==> config.mk <==
export PLATFORM = sky130hd
export DESIGN_NAME = rr_arbiter_with_hold_flat
export DESIGN_NICKNAME = d
export VERILOG_FILES = /design/src/rtl/rr_arbiter_with_hold_pkg.sv /design/src/rtl/rr_arbiter_with_hold_if.sv /design/src/rtl/rr_arbiter_with_hold_pick.sv /design/src/rtl/rr_arbiter_with_hold.sv /design/src/flat_wrapper.sv
export SDC_FILE = /design/constraint.sdc
export NUM_CORES = 1
export LEC_CHECK = 0
export ABC_AREA = 1
export CAP_MARGIN = 20
export CORE_UTILIZATION = 40
export DETAILED_ROUTE_END_ITERATION = 16
export HOLD_SLACK_MARGIN = 0.08
export PLACE_DENSITY = 0.69
export SYNTH_ARGS = -nofsm -noshare
export SYNTH_HDL_FRONTEND = slang
export SYNTH_HIERARCHICAL = 1
export SYNTH_SLANG_ARGS = --single-unit
==> constraint.sdc <==
create_clock -name clk -period 2.1 [get_ports clk]
set_clock_uncertainty 0.05 [all_clocks]
set_input_delay 0.42 -clock clk [delete_from_list [all_inputs] [get_ports clk]]
set_output_delay 0.42 -clock clk [all_outputs]
set_load 0.02 [all_outputs]
==> src/rtl/rr_arbiter_with_hold_pkg.sv <==
// rr_arbiter_with_hold_pkg: shared arbiter state type and wrap-around first-set search
package rr_arbiter_with_hold_pkg;
  typedef enum logic {IDLE, BUSY} state_t;
  function automatic int first_set_from(input logic [31:0] v, input int n, input int start);
    int idx;
    first_set_from = 0;
    for (int i = n - 1; i >= 0; i--) begin
      idx = start + i;
      if (idx >= n) idx = idx - n;
      if (v[idx]) first_set_from = idx;
    end
  endfunction
endpackage

==> src/rtl/rr_arbiter_with_hold_if.sv <==
// rr_arbiter_with_hold_if: request/grant bundle between requesters and the arbiter
interface rr_arbiter_with_hold_if #(parameter int N = 4);
  localparam int IW = $clog2(N);
  logic [N-1:0]  req;
  logic          en;
  logic          done;
  logic [N-1:0]  grant;
  logic          busy;
  logic [N-1:0]  pending;
  logic          timeout;
  logic [IW-1:0] timeout_ch;
  modport master (output req, en, done, input grant, busy, pending, timeout, timeout_ch);
  modport slave (input req, en, done, output grant, busy, pending, timeout, timeout_ch);
endinterface

==> src/rtl/rr_arbiter_with_hold_pick.sv <==
// rr_priority_pick: combinational rotate-priority pick of the first set bit from ptr upward
module rr_priority_pick
  import rr_arbiter_with_hold_pkg::*;
#(
  parameter int N  = 4,
  parameter int IW = $clog2(N)
) (
  input  logic [N-1:0]  cand,
  input  logic [IW-1:0] ptr,
  output logic [N-1:0]  win,
  output logic [IW-1:0] win_idx
);
  always_comb begin
    win_idx = IW'(first_set_from(32'(cand), N, int'(ptr)));
    win     = |cand ? N'(1) << win_idx : '0;
  end
endmodule

==> src/rtl/rr_arbiter_with_hold.sv <==
// rr_arbiter_with_hold: round-robin arbiter with pending capture, transaction-length grants and hold timeout
module rr_arbiter_with_hold
  import rr_arbiter_with_hold_pkg::*;
#(
  parameter int N        = 4,
  parameter int MAX_HOLD = 16
) (
  input  logic                   clk,
  input  logic                   rstn,
  rr_arbiter_with_hold_if.slave  bus
);
  localparam int CW = $clog2(MAX_HOLD);
  localparam int IW = $clog2(N);
  state_t        state_q, state_d;
  logic [N-1:0]  grant_q, grant_d, pending_q, pending_d;
  logic [IW-1:0] ptr_q, ptr_d, hold_ch_q, hold_ch_d, timeout_ch_q, timeout_ch_d;
  logic [CW-1:0] cnt_q, cnt_d;
  logic          timeout_q, timeout_d;
  logic [N-1:0]  cand, win;
  logic [IW-1:0] win_idx;
  logic          issue, release_now, force_rel;
  rr_priority_pick #(.N(N), .IW(IW)) u_pick (
    .cand    (cand),
    .ptr     (ptr_q),
    .win     (win),
    .win_idx (win_idx)
  );
  always_comb begin
    cand         = pending_q | bus.req;
    issue        = state_q == IDLE && bus.en && |cand;
    force_rel    = state_q == BUSY && !bus.done && cnt_q == CW'(MAX_HOLD - 1);
    release_now  = state_q == BUSY && (bus.done || force_rel);
    pending_d    = cand & ~(issue ? win : '0);
    state_d      = issue ? BUSY : release_now ? IDLE : state_q;
    grant_d      = issue ? win : release_now ? '0 : grant_q;
    cnt_d        = state_q == BUSY ? cnt_q + 1'b1 : '0;
    ptr_d        = issue ? (win_idx == IW'(N - 1) ? '0 : win_idx + 1'b1) : ptr_q;
    hold_ch_d    = issue ? win_idx : hold_ch_q;
    timeout_d    = force_rel;
    timeout_ch_d = force_rel ? hold_ch_q : timeout_ch_q;
  end
  always_ff @(posedge clk) begin
    if (!rstn) begin
      state_q      <= IDLE;
      grant_q      <= '0;
      pending_q    <= '0;
      ptr_q        <= '0;
      hold_ch_q    <= '0;
      cnt_q        <= '0;
      timeout_q    <= 1'b0;
      timeout_ch_q <= '0;
    end else begin
      state_q      <= state_d;
      grant_q      <= grant_d;
      pending_q    <= pending_d;
      ptr_q        <= ptr_d;
      hold_ch_q    <= hold_ch_d;
      cnt_q        <= cnt_d;
      timeout_q    <= timeout_d;
      timeout_ch_q <= timeout_ch_d;
    end
  end
  assign bus.grant      = grant_q;
  assign bus.busy       = |grant_q;
  assign bus.pending    = pending_q;
  assign bus.timeout    = timeout_q;
  assign bus.timeout_ch = timeout_ch_q;
endmodule

==> src/flat_wrapper.sv <==
// flat-port wrapper written by rule: the top's interface ports become plain ports
module rr_arbiter_with_hold_flat import rr_arbiter_with_hold_pkg::*;
#(
  parameter int N        = 4,
  parameter int MAX_HOLD = 16
)
  (clk, rstn, bus_req, bus_en, bus_done, bus_grant, bus_busy, bus_pending, bus_timeout, bus_timeout_ch);
  rr_arbiter_with_hold_if #(.N(N)) bus_i ();
  input  logic clk;
  input  logic rstn;
  input wire logic [$bits(bus_i.req)-1:0] bus_req;
  input wire logic [$bits(bus_i.en)-1:0] bus_en;
  input wire logic [$bits(bus_i.done)-1:0] bus_done;
  output wire logic [$bits(bus_i.grant)-1:0] bus_grant;
  output wire logic [$bits(bus_i.busy)-1:0] bus_busy;
  output wire logic [$bits(bus_i.pending)-1:0] bus_pending;
  output wire logic [$bits(bus_i.timeout)-1:0] bus_timeout;
  output wire logic [$bits(bus_i.timeout_ch)-1:0] bus_timeout_ch;
  assign bus_i.req = bus_req;
  assign bus_i.en = bus_en;
  assign bus_i.done = bus_done;
  assign bus_grant = bus_i.grant;
  assign bus_busy = bus_i.busy;
  assign bus_pending = bus_i.pending;
  assign bus_timeout = bus_i.timeout;
  assign bus_timeout_ch = bus_i.timeout_ch;
  rr_arbiter_with_hold #(.N(N), .MAX_HOLD(MAX_HOLD)) u_core (.clk(clk), .rstn(rstn), .bus(bus_i));
endmodule
==> qor.txt <==
CTS tree: done
Drt via density: 4.85
Mean Syn Cell Area: 6.96 um2
Worst slew margin: 73.4%
Starting density of the core: 42.3%
Unique masters post-synth: 22
Hold path depth: 2
Nets: 218
CP cell instances: clkdlybuf4s50_1 -> nor2_2 -> inv_2 -> inv_1 -> nand2_2 -> nand3_2 -> nand2_2 -> o21bai_1 -> nand2_1 -> a21oi_2 -> ha_1 -> o21ai_1 -> nor2_1
Largest family of logic cells by synthesized area: simple AND/OR/NAND/NOR gates
H-tree Lvls: 1
Minimum clock period: 1940 ps
ANT cells: 0
Post CTS Setup Buffer Count: 0
Vias in the first global route: 1044
Dpl hpwl: 1960 um
Total grt overflow: 0
Setup CP Type: in -> reg
Final wirelength: 2440 um
FF+latch count, synth: 20
Ys Warns: 6
Syn Nets: 184
DRT iter0 DRCs: 19
Simple-gate portion of the synthesized area: 38.5%
Final setup viols: 0
CTS clock-pin slew for the worst setup and hold paths: 120 ps
Slowest CP cell: clkdlybuf4s50_1
Cell depth of the worst setup path: 13
Adder-cell share of the synthesized area: 7.45%
Clock latency at the later pin of the worst-skew pair: 300 ps
Power per Cell Area: 1010 nW/um2
Crit Path Max Fanout: 3
Status: completed
CTS Hold Bufs: 0
CTS Sinks: 20
XOR/XNOR Fraction of Synth Area: 0%
Placer Congestion: 0.883
Fraction of layout cells with a size suffix above 1: 25.7%
Area delta synth->final: 34.8%
CORE AREA: 2780 um2
Post-synthesis cell count: 169
DRT Pass-1 Iters: 3
Slew @ Worst Pin: 398 ps
Row count: 19
Mapped Area: 1180 um2
Largest net degree at the start of global routing: 13
Complex-gate fraction of the synthesized area: 9.47%
Die area: 3160 um2
Die height: 56.2 um
Slew Limit Fails: 0
Wire per inst: 10.5 um
Crit path buffers/inverters: 3
Startpoint Class: primary input
Unrepaired setup endpoints after global routing: false
Final Hold Viols: 0
Max incr delay on CP: 410 ps
R2R depth: 14
Leakage: 0.791 nW
I/O pin count: 20
Final period util: 92.2%
First-pass GRT wire length: 4330 um
Post-DRT Antenna Nets: 0
Root buf cell: clkbuf_4
Arrival time at the worst endpoint: 2100 ps
Min Hold Slack: 406 ps
Crit path top cell by count: nand2_2
Crit end category: register
Vias: 1131
VDD IR-drop max: 0.672 mV
Largest delay contributor family on the critical path: buffers and inverters
Final Worst Setup Slack: 165 ps
Num CTS Buffers: 3
Hold WC Path Type: reg -> reg
Die Width: 56.2 um
# Max-Cap Violations: 0
# port buffers: 19
Gr usage total: 17.4%
Initial antenna violation count: 0
Post-route DRC: 0
Fmax: 517 MHz
Post-synthesis mux area share: 0%
Sequential share of the synthesized area: 34.0%
Setup slack at placement: -339 ps
Required @ worst endpoint: 2260 ps
Longest Clk Path Bufs: 2
==> where the power goes <==
group	leakage [nW]	internal (mW)	total, mW	switching [mW]
logic	0.599	0.355	0.832	0.477
clock network	0.0279	0.193	0.312	0.120
registers	0.164	0.426	0.459	0.0332
==> repair_timing <==
action / 4_1_cts / 5_1_grt
pin swaps: 1 / 11
resized for setup: 2 / 19
endpoints found under the setup margin: 2 / 12
==> synth_stat cells, drive strengths merged <==
| cell | n | area [um2] |
|---|---|---|
| a21oi | 8 | 43.8 |
| clkbuf | 1 | 3.75 |
| dfxtp | 20 | 400 |
| ha | 7 | 87.6 |
| inv | 32 | 120 |
| nand2 | 37 | 154 |
| nand3 | 26 | 145 |
| nand4 | 3 | 18.8 |
| nor2 | 24 | 120 |
| nor3b | 1 | 7.51 |
| o211ai | 1 | 7.51 |
| o21ai | 6 | 45.1 |
| o21bai | 2 | 15.0 |
| or4 | 1 | 7.51 |
==> worst paths after layout <==
check,start,to,slack [ps]
min reg2reg,u_core/hold_ch_q[1]$_SDFFE_PN0N_,u_core/bus.timeout_ch[1]$_SDFFE_PN0P_,410
min,u_core/hold_ch_q[1]$_SDFFE_PN0N_,u_core/bus.timeout_ch[1]$_SDFFE_PN0P_,410
max reg2reg,u_core/ptr_q[1]$_SDFFE_PN0N_,u_core/ptr_q[0]$_SDFFE_PN0N_,200
max,bus_req[3],u_core/ptr_q[1]$_SDFFE_PN0N_,160
==> per-stage QoR <==
step	power (mW)	area (um2)	util, %	cells	TNS (ps)
floorplan	0.975	1180	-	169	0
global placement	1.23	1480	53.4	229	-1980
detailed placement	1.25	1480	53.4	229	-2620
CTS	1.56	1540	55.2	233	0
global route	1.74	1590	57.0	233	0
finish	1.60	1590	57.0	233	0
==> worst min-delay path: cells and delay by family, from the launching register on <==
family,cells,cell delay (ps)
and+or+nand+nor,2,100
DFF,1,330
==> cells in the final DEF (no fill, tap or decap), types with 6 or more instances in the layout <==
master	instances
nand2_1	27
inv_1	23
nand3_1	21
dfxtp_1	19
nor2_1	17
clkdlybuf4s50_1	16
buf_4	11
inv_2	9
nand2_2	9
a21oi_1	6
ha_1	6
==> sequential cells by signal, indices dropped and copies added, names as in the netlist <==
signal,flops
u_core/state_q,1
u_core/bus.grant,4
u_core/cnt_q,4
u_core/bus.timeout_ch,2
u_core/bus.pending,4
u_core/ptr_q,2
u_core/bus.timeout,1
u_core/hold_ch_q,2
==> per-layer routing <==
metal	vias to the layer above	wire [um]	track usage (%)
met5	-	0	0
met4	0	57	9.76
met3	4	52	1.40
met2	16	1120	28.6
met1	505	1210	22.3
li1	606	-	-
==> kinds of logic (layout without fill, tap and decap cells) <==
logic type	count (synthesis)	in the layout
AOI/OAI and AO/OA	17	17
DFF	20	20
and+or+nand+nor	92	92
buffers and inverters	33	66
adders and majority gates	7	7
==> cell type report <==
cell class                      count  area, um2
Clock buffer                        3       22.5
Clock inverter                      1       30.0
Fill cell                         261       1200
Inverter                           32        120
Multi-Input combinational cell    116        696
Sequential cell                    20        402
Tap cell                           31       38.8
Timing Repair Buffer               30        277
(Power assumes the default switching activity.)
